--- src/rtl/regdst_pipe.sv ---
// regdst_pipe: write-back register index select plus a DEPTH-stage
// valid-tagged pipeline (stall/flush) with RAW hazard scoreboard.
// Optional feature macro: REGDST_ZERO_SUPPRESS_EN. When it is defined,
// register 0 never counts as a write and is never reported as a hazard.
module regdst_pipe #(
   parameter int ADDR_W = 5,
   parameter int DEPTH  = 3,
   parameter int SP_IDX = 29,
   parameter int RA_IDX = 31
) (
   input  logic                         clk,
   input  logic                         reset,
   input  logic [1:0]                   regdst,
   input  logic [ADDR_W-1:0]            rt_in,
   input  logic [ADDR_W-1:0]            rd_in,
   input  logic                         wr_en_in,
   input  logic                         in_valid,
   input  logic                         stall,
   input  logic                         flush,
   input  logic [ADDR_W-1:0]            rs_chk,
   input  logic [ADDR_W-1:0]            rt_chk,
   output logic [ADDR_W-1:0]            dest_out,
   output logic                         dest_valid,
   output logic                         wr_en_out,
   output logic                         hazard_rs,
   output logic                         hazard_rt,
   output logic [$clog2(DEPTH+1)-1:0]   pending_cnt
);

   localparam int CNT_W = $clog2(DEPTH + 1);

   // Per-stage state: stage 0 is the youngest entry, DEPTH-1 the oldest.
   logic              valid_reg [DEPTH];
   logic [ADDR_W-1:0] dest_reg  [DEPTH];
   logic              wr_en_reg [DEPTH];

   logic [ADDR_W-1:0] sel_idx;
   logic              wr_en_next;

   logic [DEPTH-1:0]  pend;
   logic [DEPTH-1:0]  match_rs;
   logic [DEPTH-1:0]  match_rt;

   // Destination index select ahead of stage 0.
   always_comb begin
      sel_idx = rt_in;
      case (regdst)
         2'b00:   sel_idx = rt_in;
         2'b01:   sel_idx = rd_in;
         2'b10:   sel_idx = ADDR_W'(SP_IDX);
         default: sel_idx = ADDR_W'(RA_IDX);
      endcase
   end

`ifdef REGDST_ZERO_SUPPRESS_EN
   // Writes to $zero are architecturally void, so store them as non-writing.
   assign wr_en_next = wr_en_in & (sel_idx != '0);
`else
   assign wr_en_next = wr_en_in;
`endif

   // Pipeline shift with priority reset > flush > stall > advance.
   always_ff @(posedge clk) begin
      if (reset) begin
         for (int i = 0; i < DEPTH; i++) begin
            valid_reg[i] <= 1'b0;
            dest_reg[i]  <= '0;
            wr_en_reg[i] <= 1'b0;
         end
      end else if (flush) begin
         // Entry presented this cycle is dropped too; dest fields are left as-is.
         for (int i = 0; i < DEPTH; i++) begin
            valid_reg[i] <= 1'b0;
         end
      end else if (!stall) begin
         valid_reg[0] <= in_valid;
         dest_reg[0]  <= sel_idx;
         wr_en_reg[0] <= wr_en_next;
         for (int i = 1; i < DEPTH; i++) begin
            valid_reg[i] <= valid_reg[i-1];
            dest_reg[i]  <= dest_reg[i-1];
            wr_en_reg[i] <= wr_en_reg[i-1];
         end
      end
   end

   // Per-stage pending-write and operand-match terms.
   generate
      for (genvar gi = 0; gi < DEPTH; gi++) begin : g_stage
         assign pend[gi]     = valid_reg[gi] & wr_en_reg[gi];
         assign match_rs[gi] = pend[gi] & (dest_reg[gi] == rs_chk);
         assign match_rt[gi] = pend[gi] & (dest_reg[gi] == rt_chk);
      end
   endgenerate

   // Hazard flags from registered state only; the input entry is not included.
   always_comb begin
`ifdef REGDST_ZERO_SUPPRESS_EN
      hazard_rs = (|match_rs) & (rs_chk != '0);
      hazard_rt = (|match_rt) & (rt_chk != '0);
`else
      hazard_rs = |match_rs;
      hazard_rt = |match_rt;
`endif
   end

   // Population count of pending writes, including the last stage.
   always_comb begin
      pending_cnt = '0;
      for (int i = 0; i < DEPTH; i++) begin
         if (pend[i]) begin
            pending_cnt = pending_cnt + CNT_W'(1);
         end
      end
   end

   assign dest_out   = dest_reg[DEPTH-1];
   assign dest_valid = valid_reg[DEPTH-1];
   assign wr_en_out  = valid_reg[DEPTH-1] & wr_en_reg[DEPTH-1];

endmodule

--- config.mk ---
export PLATFORM = sky130hd
export DESIGN_NAME = regdst_pipe
export DESIGN_NICKNAME = d
export VERILOG_FILES = /design/src/rtl/regdst_pipe.sv
export SDC_FILE = /design/constraint.sdc
export NUM_CORES = 1
export LEC_CHECK = 0
export ABC_AREA = 0
export ABC_CLOCK_PERIOD_IN_PS = 2700
export BUFFER_PORTS_ARGS = -buffer_cell sky130_fd_sc_hd__buf_4
export CORE_MARGIN = 2
export CORE_UTILIZATION = 39
export CTS_CLUSTER_DIAMETER = 60
export DETAILED_ROUTE_END_ITERATION = 8
export HOLD_SLACK_MARGIN = 0.06
export SLEW_MARGIN = 5
export SYNTH_ARGS = -nofsm -noshare
export SYNTH_HDL_FRONTEND = slang
export SYNTH_SLANG_ARGS = --single-unit
--- constraint.sdc ---
create_clock -name clk -period 2.7 [get_ports clk]
set_clock_uncertainty 0.05 [all_clocks]
set_input_delay 0.54 -clock clk [delete_from_list [all_inputs] [get_ports clk]]
set_output_delay 0.54 -clock clk [all_outputs]
set_load 0.03 [all_outputs]
Word level (Yosys, flattened, before mapping)
Memories as Yosys holds them, arrays and structs flattened.
Index checks and enable logic that the tools add are counted.

operators by class
  add/subtract/negate cells = 2
  equality and inequality tests = 8
  muxes and demuxes = 25
  bitwise operators = 21
  reductions and logical operators = 3

operator list
  cell                                            number
  == test 5 bit                                   6
  two-way mux 1 bit                               19
  two-way mux 5 bit                               3
  one-hot mux 5 bit (3 select lines)              1
  bitwise OR 1 bit                                12
  bitwise AND 1 bit                               9
  OR reduction 3 bit                              2
  adder 2 x 1 -> 2 bit (second input constant)    2
  two-way mux 2 bit                               2
  == test 2 x 1 -> 1 bit (second input constant)  1
  == test 2 bit (second input constant)           1
  logical NOT 2 bit                               1

storage, ports and cells
  bits in registers = 0
  RAM bits = 21
  bits of input ports = 28
  output and inout bits = 11
  word-level logic and storage cells = 62
  memories = 3

memory list
  memory     depth  width  rd ports  clocked after memory_dff  wr ports  line  RTL
  dest_reg   3      5      3         0                         3         34    logic [ADDR_W-1:0] dest_reg [DEPTH];
  valid_reg  3      1      3         0                         3         33    logic valid_reg [DEPTH];
  wr_en_reg  3      1      3         0                         3         35    logic wr_en_reg [DEPTH];

Depth between registers and ports, before layout
An unclocked memory read counts as a cell.

  depth after elaboration = 7
  mapped depth = 5
  depth with buffers taken out = 5

Worst setup path after synthesis
Ideal clock, no wire load.

  path kind = input to register
  start = in stall
  end = mem valid_reg[0][0] (enable)
  library setup time = 0.298 ns
  arrival = 1.744 ns
  data required time = 2.352 ns
  slack = 0.608 ns
  cell stages on the path = 2
  path buffers = 0
  cells stage by stage = o21bai_1 > or2_2

RTL lines
  what         line  RTL
  from (decl)  18    input logic stall,
  to (decl)    33

==> flow_metrics.env <==
export IMPL_cts_root_buf="clkbuf_4"
export IMPL_ys_types=22
export IMPL_cp_required_ns=2.11
export IMPL_post_cts_buffers=0
export IMPL_die_h_um=61.9
export IMPL_timing_final_crit_period_ns=2.24
export IMPL_yosysMostFrequentCell="xor2_1"
export IMPL_power_density_nw_per_um2=424
export IMPL_synth_area_top_cells="edfxtp_1 (48%), xor2_1 (16%), and2_1 (7.6%), xnor2_1 (4.7%), nand3_1 (3.1%)"
export IMPL_ys_seq_area_share_pct=48.2
export IMPL_final_setup_viol_count=0
export IMPL_drc_errors=0
export IMPL_crit_buf_inv=1
export IMPL_peakVddDrop_mv=0.175
export IMPL_slew_limit_headroom_pct=52.7
export IMPL_busiest_layer="met2"
export IMPL_leakage_nw=0.713
export IMPL_critPathTopFamily="simple AND/OR/NAND/NOR gates"
export IMPL_fmax_mhz=446
export IMPL_met2_usage_pct=25.3
export IMPL_worstPathMaxFanout=3
export IMPL_drv_slew=0
export IMPL_io_buffers=38
export IMPL_maxCapViolations=0
export IMPL_die_w_um=61.9
export IMPL_async_reset_ff_share_pct=0
export IMPL_path_cells="xor2_1 > nor4_1 > nand3_1 > nand3_1 > buf_4"
export IMPL_grtUsageMet1_pct=17.7
export IMPL_power_w=0.000692
export IMPL_holdBufCountCts=0
export IMPL_synth_largest_area_cell="edfxtp_1"
export IMPL_finalNonFillerCells=200
export IMPL_grt_max_degree=20
export IMPL_drtPass1Iterations=4
export IMPL_netlist_area_um2=1310
export IMPL_final_util_pct=49.7
export IMPL_grt_usage_pct=14.0
export IMPL_area_growth_pct=24.7
export IMPL_synth_commonest_cells="xor2_1 (24), edfxtp_1 (21), and2_1 (16)"
export IMPL_drt_initial_drc_count=31
export IMPL_ant_nets=0
export IMPL_hold_viol_final=0
export IMPL_core_area_um2=3280
export IMPL_synthesis_nets=148
export IMPL_largest_reg_flops=15
export IMPL_overflow=0
export IMPL_path_class="reg -> out"
export IMPL_initial_core_util_pct=39.8
export IMPL_vias=931
export IMPL_crit_path_end_kind="output pin"
export IMPL_clk_pin_slew_worst_paths_ns=0.11
export IMPL_cpMaxStageDelayCell="edfxtp_1"
export IMPL_synth_ff_type="edfxtp_1"
export IMPL_drive_above_1_share_pct=28.6
export IMPL_syn_area_per_cell_um2=11.1
export IMPL_rsz0062_at_grt="false"
export IMPL_antenna_found_initial=0
export IMPL_via_per_inst=4.66
export IMPL_wire_per_inst_um=12.5
export IMPL_yosys_area_top_type_share_pct=48.2
export IMPL_place_gp_congestion=0.796
export IMPL_synth_enable_flop_cells=21
export IMPL_routed_wl_mm=2.49
export IMPL_met3_usage_pct=1.24
export IMPL_numCtsBuffers=3
export IMPL_syn_inst=118
export IMPL_layout_nets=185
export IMPL_cp_common_cell="nand3_1"
export IMPL_cts_resized=0
export IMPL_period_share_pct=83.0
export IMPL_critical_path_arrival_ns=1.65
export IMPL_pre_cts_ws_ns=0.583
export IMPL_insertion_delay_ns=0.29
export IMPL_ys_warn_count=0
export IMPL_hold_path_class="in -> reg"
export IMPL_grt_pass1_vias=894
export IMPL_ys_seq_elements=21
export IMPL_worstMarginPinSlew_ns=0.705
export IMPL_cts_buffer_depth=2
export IMPL_diodes=0
export IMPL_grt_pass1_wl_mm=3.90
export IMPL_htree_levels=1
export IMPL_fin_ws_ns=0.458
export IMPL_worst_setup_path_start_kind="register"
export IMPL_cts_sinks=21
export IMPL_cp_slowest_stage_delay_ns=0.47
export IMPL_dpl_hpwl_mm=1.99
export IMPL_tns_ns=0
export IMPL_dieArea_um2=3840
export IMPL_ios=39
export IMPL_dpl_cell_count=196
export IMPL_core_rowCount=21
export IMPL_outcome="completed"
export IMPL_cts_tree="built"
==> per-layer routing <==
metal	wire, um	vias up
met3	122	0
met4	0	0
met1	1080	422
li1	-	475
met2	1290	34
met5	0	-
==> stage by stage <==
step / area, um^2 / hold slack [ns]
after floorplan: 1310 / 0.474
after detailed placement: 1610 / 0.492
after global placement: 1610 / 0.478
after CTS: 1630 / 0.475
final: 1630 / 0.481
after global routing: 1630 / 0.462
==> layout by cell type (no fill, tap or decap) <==
cell / count
o21ai_0: 2
nand3_1: 8
and2_1: 16
or3_1: 1
nor2b_1: 4
edfxtp_1: 21
a211oi_1: 4
xnor2_1: 7
ha_1: 2
nor4_1: 6
nand2_1: 4
nor2_1: 4
or2_2: 1
or3b_1: 1
a21oi_1: 1
o21bai_1: 1
clkbuf_4: 3
inv_1: 3
xor2_1: 24
buf_4: 39
nor3_2: 1
clkbuf_1: 1
==> path summary, 6_finish.rpt <==
kind	to	depth (start not counted)	slack (ns)	startpoint
setup / recovery	hazard_rt	5	0.46	dest_reg[0][11]
hold / removal	valid_reg[0][0]	2	0.48	in_valid
setup reg to reg	dest_reg[0][6]	1	1.78	dest_reg[0][1]
hold reg to reg	valid_reg[0][2]	1	0.52	valid_reg[0][1]
==> final cells by class <==
cell class,count,area (um^2)
inverters,3,11.3
fillers,318,1650
multi-input cells,87,613
clock buffers,4,26.3
well taps,46,57.6
repair buffers,39,293
flip-flops and latches,21,631
==> where the power goes <==
| group | leakage, nW | switching (W) | total [W] | internal (W) |
|---|---|---|---|---|
| Clock | 0.0150 | 0.0000876 | 0.000145 | 0.0000574 |
| Combinational | 0.475 | 0.0000719 | 0.000143 | 0.0000714 |
| Sequential | 0.224 | 0.0000208 | 0.000403 | 0.000383 |
==> kinds of logic after synthesis <==
family                     synth area share, %
xor gates and xnor gates                  20.7
and+or+nand+nor                           20.2
DFF                                       48.2
AOI/OAI and AO/OA                         4.02
adders and majority gates                 1.91
buffers and inverters                     4.97
Power figures use the tool's default switching activity.
